$ cat src/rtl/fetch_ras.sv
// rtl/fetch_ras.sv - return address stack with speculative and commit-tracked pointers (optional macro: RAS_COMMIT_REPAIR_EN)
module fetch_ras #(
   parameter int SIZE_PC       = 32,
   parameter int RAS_DEPTH     = 16,
   parameter int RAS_DEPTH_LOG = 4
) (
   input  logic                 clk,
   input  logic                 reset,
   input  logic                 stall_i,
   input  logic                 flagRecoverID_i,
   input  logic                 flagCallID_i,
   input  logic                 flagRtrID_i,
   input  logic [SIZE_PC-1:0]   callPCID_i,
   input  logic                 commitCall_i,
   input  logic                 commitRtr_i,
   input  logic                 recoverFlag_i,
   output logic [SIZE_PC-1:0]   addrRAS_CP_o,
   output logic                 rasEmpty_o,
   output logic                 rasFull_o
);

   localparam logic [RAS_DEPTH_LOG-1:0] PTR_ONE   = RAS_DEPTH_LOG'(1);
   localparam logic [RAS_DEPTH_LOG:0]   CNT_ONE   = (RAS_DEPTH_LOG+1)'(1);
   localparam logic [RAS_DEPTH_LOG:0]   CNT_FULL  = (RAS_DEPTH_LOG+1)'(RAS_DEPTH);

   logic [SIZE_PC-1:0]       entry [RAS_DEPTH];
   logic [RAS_DEPTH_LOG-1:0] specTos;
   logic [RAS_DEPTH_LOG:0]   specCnt;

   logic [RAS_DEPTH_LOG-1:0] specTosNext;
   logic [RAS_DEPTH_LOG:0]   specCntNext;
   logic                     wrEn;
   logic [RAS_DEPTH_LOG-1:0] wrIdx;
   logic [SIZE_PC-1:0]       wrData;

   logic push;
   logic pop;

   // Return address is the call PC plus one 8-byte instruction
   assign push   = flagRecoverID_i & flagCallID_i & ~stall_i;
   assign pop    = flagRecoverID_i & flagRtrID_i & ~stall_i;
   assign wrData = callPCID_i + SIZE_PC'(8);

`ifdef RAS_COMMIT_REPAIR_EN
   logic [RAS_DEPTH_LOG-1:0] commitTos;
   logic [RAS_DEPTH_LOG:0]   commitCnt;
   logic [RAS_DEPTH_LOG-1:0] commitTosNext;
   logic [RAS_DEPTH_LOG:0]   commitCntNext;

   // Commit pointer mirrors the speculative arithmetic but never writes entries
   always_comb begin
      commitTosNext = commitTos;
      commitCntNext = commitCnt;
      if (commitCall_i && commitRtr_i) begin
         if (commitCnt == '0) commitCntNext = CNT_ONE;
      end else if (commitCall_i) begin
         commitTosNext = commitTos + PTR_ONE;
         if (commitCnt != CNT_FULL) commitCntNext = commitCnt + CNT_ONE;
      end else if (commitRtr_i && commitCnt != '0) begin
         commitTosNext = commitTos - PTR_ONE;
         commitCntNext = commitCnt - CNT_ONE;
      end
   end

   // Commit state register
   always_ff @(posedge clk or negedge reset) begin
      if (!reset) begin
         commitTos <= '0;
         commitCnt <= '0;
      end else begin
         commitTos <= commitTosNext;
         commitCnt <= commitCntNext;
      end
   end
`else
   logic unusedCommit;
   assign unusedCommit = commitCall_i ^ commitRtr_i;
`endif

   // Speculative next state; recovery wins over push/pop and suppresses the write
   always_comb begin
      specTosNext = specTos;
      specCntNext = specCnt;
      wrEn        = 1'b0;
      wrIdx       = specTos;
      if (recoverFlag_i) begin
`ifdef RAS_COMMIT_REPAIR_EN
         specTosNext = commitTosNext;
         specCntNext = commitCntNext;
`else
         specTosNext = '0;
         specCntNext = '0;
`endif
      end else if (push && pop) begin
         wrEn  = 1'b1;
         wrIdx = specTos;
         if (specCnt == '0) specCntNext = CNT_ONE;
      end else if (push) begin
         wrEn        = 1'b1;
         wrIdx       = specTos + PTR_ONE;
         specTosNext = specTos + PTR_ONE;
         if (specCnt != CNT_FULL) specCntNext = specCnt + CNT_ONE;
      end else if (pop && specCnt != '0) begin
         specTosNext = specTos - PTR_ONE;
         specCntNext = specCnt - CNT_ONE;
      end
   end

   // Speculative pointer, count and entry storage
   always_ff @(posedge clk or negedge reset) begin
      if (!reset) begin
         specTos <= '0;
         specCnt <= '0;
         for (int i = 0; i < RAS_DEPTH; i++) entry[i] <= '0;
      end else begin
         specTos <= specTosNext;
         specCnt <= specCntNext;
         if (wrEn) entry[wrIdx] <= wrData;
      end
   end

   assign addrRAS_CP_o = (specCnt == '0) ? '0 : entry[specTos];
   assign rasEmpty_o   = (specCnt == '0);
   assign rasFull_o    = (specCnt == CNT_FULL);

endmodule

$ cat config.mk
export PLATFORM = sky130hd
export DESIGN_NAME = fetch_ras
export DESIGN_NICKNAME = d
export VERILOG_FILES = /design/src/rtl/fetch_ras.sv
export SDC_FILE = /design/constraint.sdc
export NUM_CORES = 1
export LEC_CHECK = 0
export CORE_MARGIN = 1
export CORE_UTILIZATION = 45
export CTS_BUF_LIST = sky130_fd_sc_hd__clkbuf_4 sky130_fd_sc_hd__clkbuf_8
export CTS_CLUSTER_DIAMETER = 120
export DETAILED_ROUTE_END_ITERATION = 8
export PLACE_DENSITY_LB_ADDON = 0.15
export SETUP_SLACK_MARGIN = 0.4
export SLEW_MARGIN = 10
export SYNTH_ARGS = -nofsm -noshare
export SYNTH_HDL_FRONTEND = slang
export SYNTH_SLANG_ARGS = --single-unit
$ cat constraint.sdc
create_clock -name clk -period 6.6 [get_ports clk]
set_input_delay 1.32 -clock clk [delete_from_list [all_inputs] [get_ports clk]]
set_output_delay 1.32 -clock clk [all_outputs]
set_load 0.1 [all_outputs]
## Yosys cells after proc, flatten, opt, wreduce, memory -nomap -nowiden

Index checks and enable logic that the tools add are counted.

- Equality and inequality tests: 5
- Bitwise gates (word level): 7
- Add/subtract/negate cells: 5
- Reductions and logical operators: 9
- $lt $le $gt $ge: 3
- Muxes and demuxes: 23

Operators by type and width:

| operator | number |
|---|---|
| $bwmux W512 | 1 |
| $bmux W32 S4 | 1 |
| $demux W32 S4 | 1 |
| $mux W32 | 4 |
| $add A32 B4 Y32 const B | 1 |
| $mux W5 | 6 |
| $mux W4 | 7 |
| $ge A5 B5 Y1 const B | 2 |
| $not A4 Y5 | 2 |
| $add A5 B1 Y5 const B | 1 |
| $eq A5 B5 Y1 const B | 1 |
| $logic_not A5 Y1 | 1 |
| $lt A5 B1 Y1 const B | 1 |
| $ne A5 B5 Y1 const B | 1 |
| $reduce_bool A5 Y1 | 1 |
| $sub A5 B1 Y5 const B | 1 |
| $add A4 B1 Y4 const B | 1 |
| $and A1 B1 Y1 | 4 |
| $ne A4 B2 Y1 const B | 1 |
| $reduce_bool A4 Y1 | 1 |
| $sub A4 B1 Y4 const B | 1 |
| $logic_and A1 B1 Y1 | 3 |
| $mux W1 | 3 |
| $ne A3 B3 Y1 const B | 1 |
| 5 further kinds | 5 |

- Logic and storage cells: 70
- Output and inout bits: 34
- Bits in registers: 521
- Input port bits: 41

## Logic depth before layout (Yosys ltp)

- Word-level depth: 11
- Gate-level depth with buffers: 12
- Gate-level depth less buffers: 8

## Worst setup path after synthesis

No wires, ideal clock.

- Path kind: register -> output
- Start: reg specCnt[0]
- End: out addrRAS_CP_o[22]
- Path buffers: 1
- Cell stages (with the launch flop): 5
- Data arrival time: 3107 ps
- Setup slack: 2173 ps
- Required time: 5280 ps
- Cells stage by stage: dfrtp_1 or4_1 nor2_1 clkbuf_1 nor2b_1

- Cells in the longest elaborated chain, start to end: 2

Ends and longest elaborated chain:

| element | line | source |
|---|---|---|
| start, declared | 28 | `logic [RAS_DEPTH_LOG:0] specCnt;` |
| start signal, assigned | 117 | `specCnt <= specCntNext;` |
| $logic_not A5 Y1 | n/a |  |
| via rasEmpty_o | 18 | `output logic rasEmpty_o,` |
| $mux W32 | 122 | `assign addrRAS_CP_o = (specCnt == '0) ? '0 : entry[specTos];` |
| end, declared | 17 | `output logic [SIZE_PC-1:0] addrRAS_CP_o,` |

The timed path passes the listed nets, and every way through them passes these cells.

## Worst setup path after layout

- Start: reg specTos[0]
- End: out addrRAS_CP_o[19]

- Cells in the longest elaborated chain, start to end: 5

Ends and longest elaborated chain:

| element | line | source |
|---|---|---|
| start, declared | 27 | `logic [RAS_DEPTH_LOG-1:0] specTos;` |
| start signal, assigned | 116 | `specTos <= specTosNext;` |
| $not A4 Y5 (implied by the code) | 122 |  |
| $bmux W32 S4 | 122 |  |
| $mux W32 (implied by the code) (2 in series) | 122 |  |
| $mux W32 | 122 |  |

No other way between the ends. The select of a mux whose other input is x is not followed.

==> reports/summary.txt <==
Outcome = complete, no violations
Post-Synthesis Cells = 2,051
EDFF count, synth = 0
CP Capture Type = primary output
Placed instance count = 2,668
CTS tree = built
Max Freq = 175.2 MHz
Area of the multi-input gates = 10,070 sq um
Avg WL per Cell = 21.56 um
Post-CTS Setup Bufs = 0
Syn Area/Cell = 11.68 sq um
Remaining DRCs = 0
Worst EP required = 5280 ps
Crit-path max FO = 56
Simple-gate portion of the synthesized area = 10.21%
Max rail drop VDD = 0.2954 mV
Worst slack, placed = 1496 ps
Cell Chain, Critical Path = buf_12 -> mux4_2 -> mux4_2 -> nor2b_1 -> clkdlybuf4s50_1
Layout cells sized above 1 = 20.88%
Count leader, synth = dfrtp_1
Initial antenna violation count = 1
Final setup vio count = 0
Post-synthesis xor/xnor area fraction = 1.337%
Post-CTS Resized = 0
Total GRT Usage = 23.60%
Clock tree buffer depth = 3
Final #Nets = 2,122
Vias in the first global route = 15.99k
Reg2reg setup slack = 2230 ps
Synth cell count leaders = dfrtp_1 (521), nor2_1 (291), a21oi_1 (268)
Largest family of logic cells by synthesized area = multiplexers
Final setup margin = 893.7 ps
Synthesis Warnings = 0
Crit Path Category = flip-flop to primary output
Yosys top cell by area = dfrtp_1
Yosys reg bits = 521
Sum of negative setup slack = 0 ps
Post-Syn Area = 23,960 sq um
Antenna-violating nets left = 0
Worst Setup Start Kind = flip-flop
Max Cap Violations = 0
Clock root cell = clkbuf_8
Final worst-path cycle share = 86.46%
Core area = 52,550 sq um
Async SR Flop Fraction = 100.0%
Starting Density = 45.60%
Most used cell, CP = mux4_2
Tmin final = 5706 ps
Slowest-stage cell, CP = clkdlybuf4s50_1
GPL Wtd Cong = 0.7524
DP HPWL = 34,990 um
Overall power = 9.404 mW
Max-slew violations = 0
Utilization after layout = 51.58%
Worst Hold Class = flip-flop to flip-flop
Synth top area cells = dfrtp_1 (54%), mux4_2 (15%), a21oi_1 (5.6%), nor2_1 (4.6%), nand2_1 (2.8%)
Synth Flop Type = dfrtp_1
H-tree depth = 3
Worst-skew pair later-pin latency = 670 ps
CP peak stage delay = 980 ps
CTS buffer count = 91
Synth Area in Compound Gates = 10.95%
Mapped Nets = 2,100
CTS Sinks = 521
CP arrival = 4390 ps
Final std cells w/o fill = 2,834
Slew headroom = 15.29%
RSZ-0062 raised after global routing = false
Yosys top cell area share = 54.40%
Final hold vios = 0
Detailed Route WL = 61,090 um
Register area = 13,050 sq um
Vias post-DR = 15.63k
LEAKAGE = 11.91 nW
Vias/cell = 5.516
I/O Pins = 75
Die X = 232.8 um
Count of different cell masters after synthesis = 60
Skew final = 23.93 ps
Adder-cell area share of the yosys netlist = 0.4490%
N_diodes = 0
Mux contribution to synthesized area = 18.59%
Largest net degree at the start of global routing = 159
Synthesis-to-finish area growth = 13.11%
Gr ovfl total = 0
I/O Buffers = 72
Hold_buf cts = 0
Global-route wire length before repair = 95,660 um
Worst slew pin tran = 1266 ps
Post-synthesis sequential area ratio = 54.40%
Row count = 84
DRT iter0 DRCs = 1,208
Pwr Density = 346.9 nW/um^2
Die area = 54,180 sq um
Drt first pass iters = 5
Die Y-Extent = 232.8 um
Fillers = 4,626
Clock transition at path regs = 60 ps
[through the flow]
step | area (sq um) | hold slack, ps
after floorplan | 23960 | 444.6
after global placement | 25110 | 456.2
after CTS | 27080 | 479.2
final | 27110 | 475.5
after detailed placement | 25110 | 465.4
after global routing | 27110 | 496.2
[cell type report]
class | count | share of cell area [%]
Clock inverter | 19 | 0.5770
Inverter | 15 | 0.2077
Clock buffer | 147 | 6.702
Sequential cell | 521 | 48.13
Multi-Input combinational cell | 1332 | 37.14
Tap cell | 688 | 3.176
Timing Repair Buffer | 112 | 4.062
[power breakdown]
part / total [mW] / leakage, nW / switching, mW / internal, mW
sequential: 3.75 / 7.05 / 0.213 / 3.54
combinational: 2.51 / 3.81 / 1.68 / 0.836
clock: 3.14 / 1.05 / 1.35 / 1.79
total: 9.40 / 11.9 / 3.24 / 6.16
[path summary, 6_finish.rpt]
path	from	endpoint	depth (start not counted)
min reg2reg	entry[174]	entry[174]	2
max in group asynchronous	reset	entry[306]	2
max reg2reg	specTos[1]	entry[404]	8
min in group asynchronous	reset	specCnt[1]	1
min	entry[174]	entry[174]	2
max	specTos[0]	addrRAS_CP_o[19]	5
[state kept, by name (all words and copies together), names as in the netlist]
register	flops
entry	512
specCnt	5
specTos	4
[cells by family (layout without fill, tap and decap cells)]
family,after synthesis,after routing
AND/OR/NAND/NOR,571,571
flip-flops,521,521
AO/OA/AOI/OAI,483,483
multiplexers,236,236
buffers and inverters,198,293
XOR/XNOR,34,34
adder cells (fa/ha/maj),8,8
[routing by layer]
metal / vias up / wire length, um / share of wire, % / global-route usage (%)
met4: 0 / 1152 / 1.9 / 6.311
li1: 7277 / - / - / -
met2: 332 / 29960 / 49 / 38.39
met5: - / 0 / 0 / 0
met3: 99 / 2680 / 4.4 / 4.363
met1: 7923 / 27300 / 45 / 32.53
[worst max-delay path: cells and delay by family (launching register included)]
family | cells | cell delay [ps]
buf+inv | 2 | 1480
flops | 1 | 930
mux | 2 | 1080
simple gates | 1 | 160
[cell usage in the layout (no fill, tap or decap), types with 6 or more instances in the layout]
| master | netlist | routed |
|---|---|---|
| clkbuf_8 | 0 | 114 |
| mux4_2 | 160 | 160 |
| nand2_1 | 176 | 176 |
| nor2_1 | 291 | 290 |
| nand4_1 | 9 | 9 |
| xnor2_1 | 13 | 10 |
| inv_1 | 14 | 14 |
| o21ai_1 | 96 | 96 |
| mux2i_1 | 12 | 12 |
| mux2_1 | 38 | 38 |
| a21oi_2 | 27 | 20 |
| clkinv_2 | 0 | 10 |
| dfrtp_1 | 521 | 518 |
| nand3_1 | 12 | 12 |
| and3_1 | 8 | 8 |
| buf_12 | 0 | 6 |
| a21oi_4 | 0 | 8 |
| nor2b_1 | 32 | 32 |
| clkdlybuf4s50_1 | 0 | 71 |
| o21ai_0 | 66 | 66 |
| a21oi_1 | 268 | 267 |
| ha_1 | 7 | 7 |
| mux2_2 | 23 | 23 |
| clkbuf_4 | 0 | 33 |
| xor2_1 | 18 | 18 |
| buf_4 | 22 | 34 |
| nand2b_1 | 8 | 8 |
Note: power is estimated with default switching activity, not from simulation.
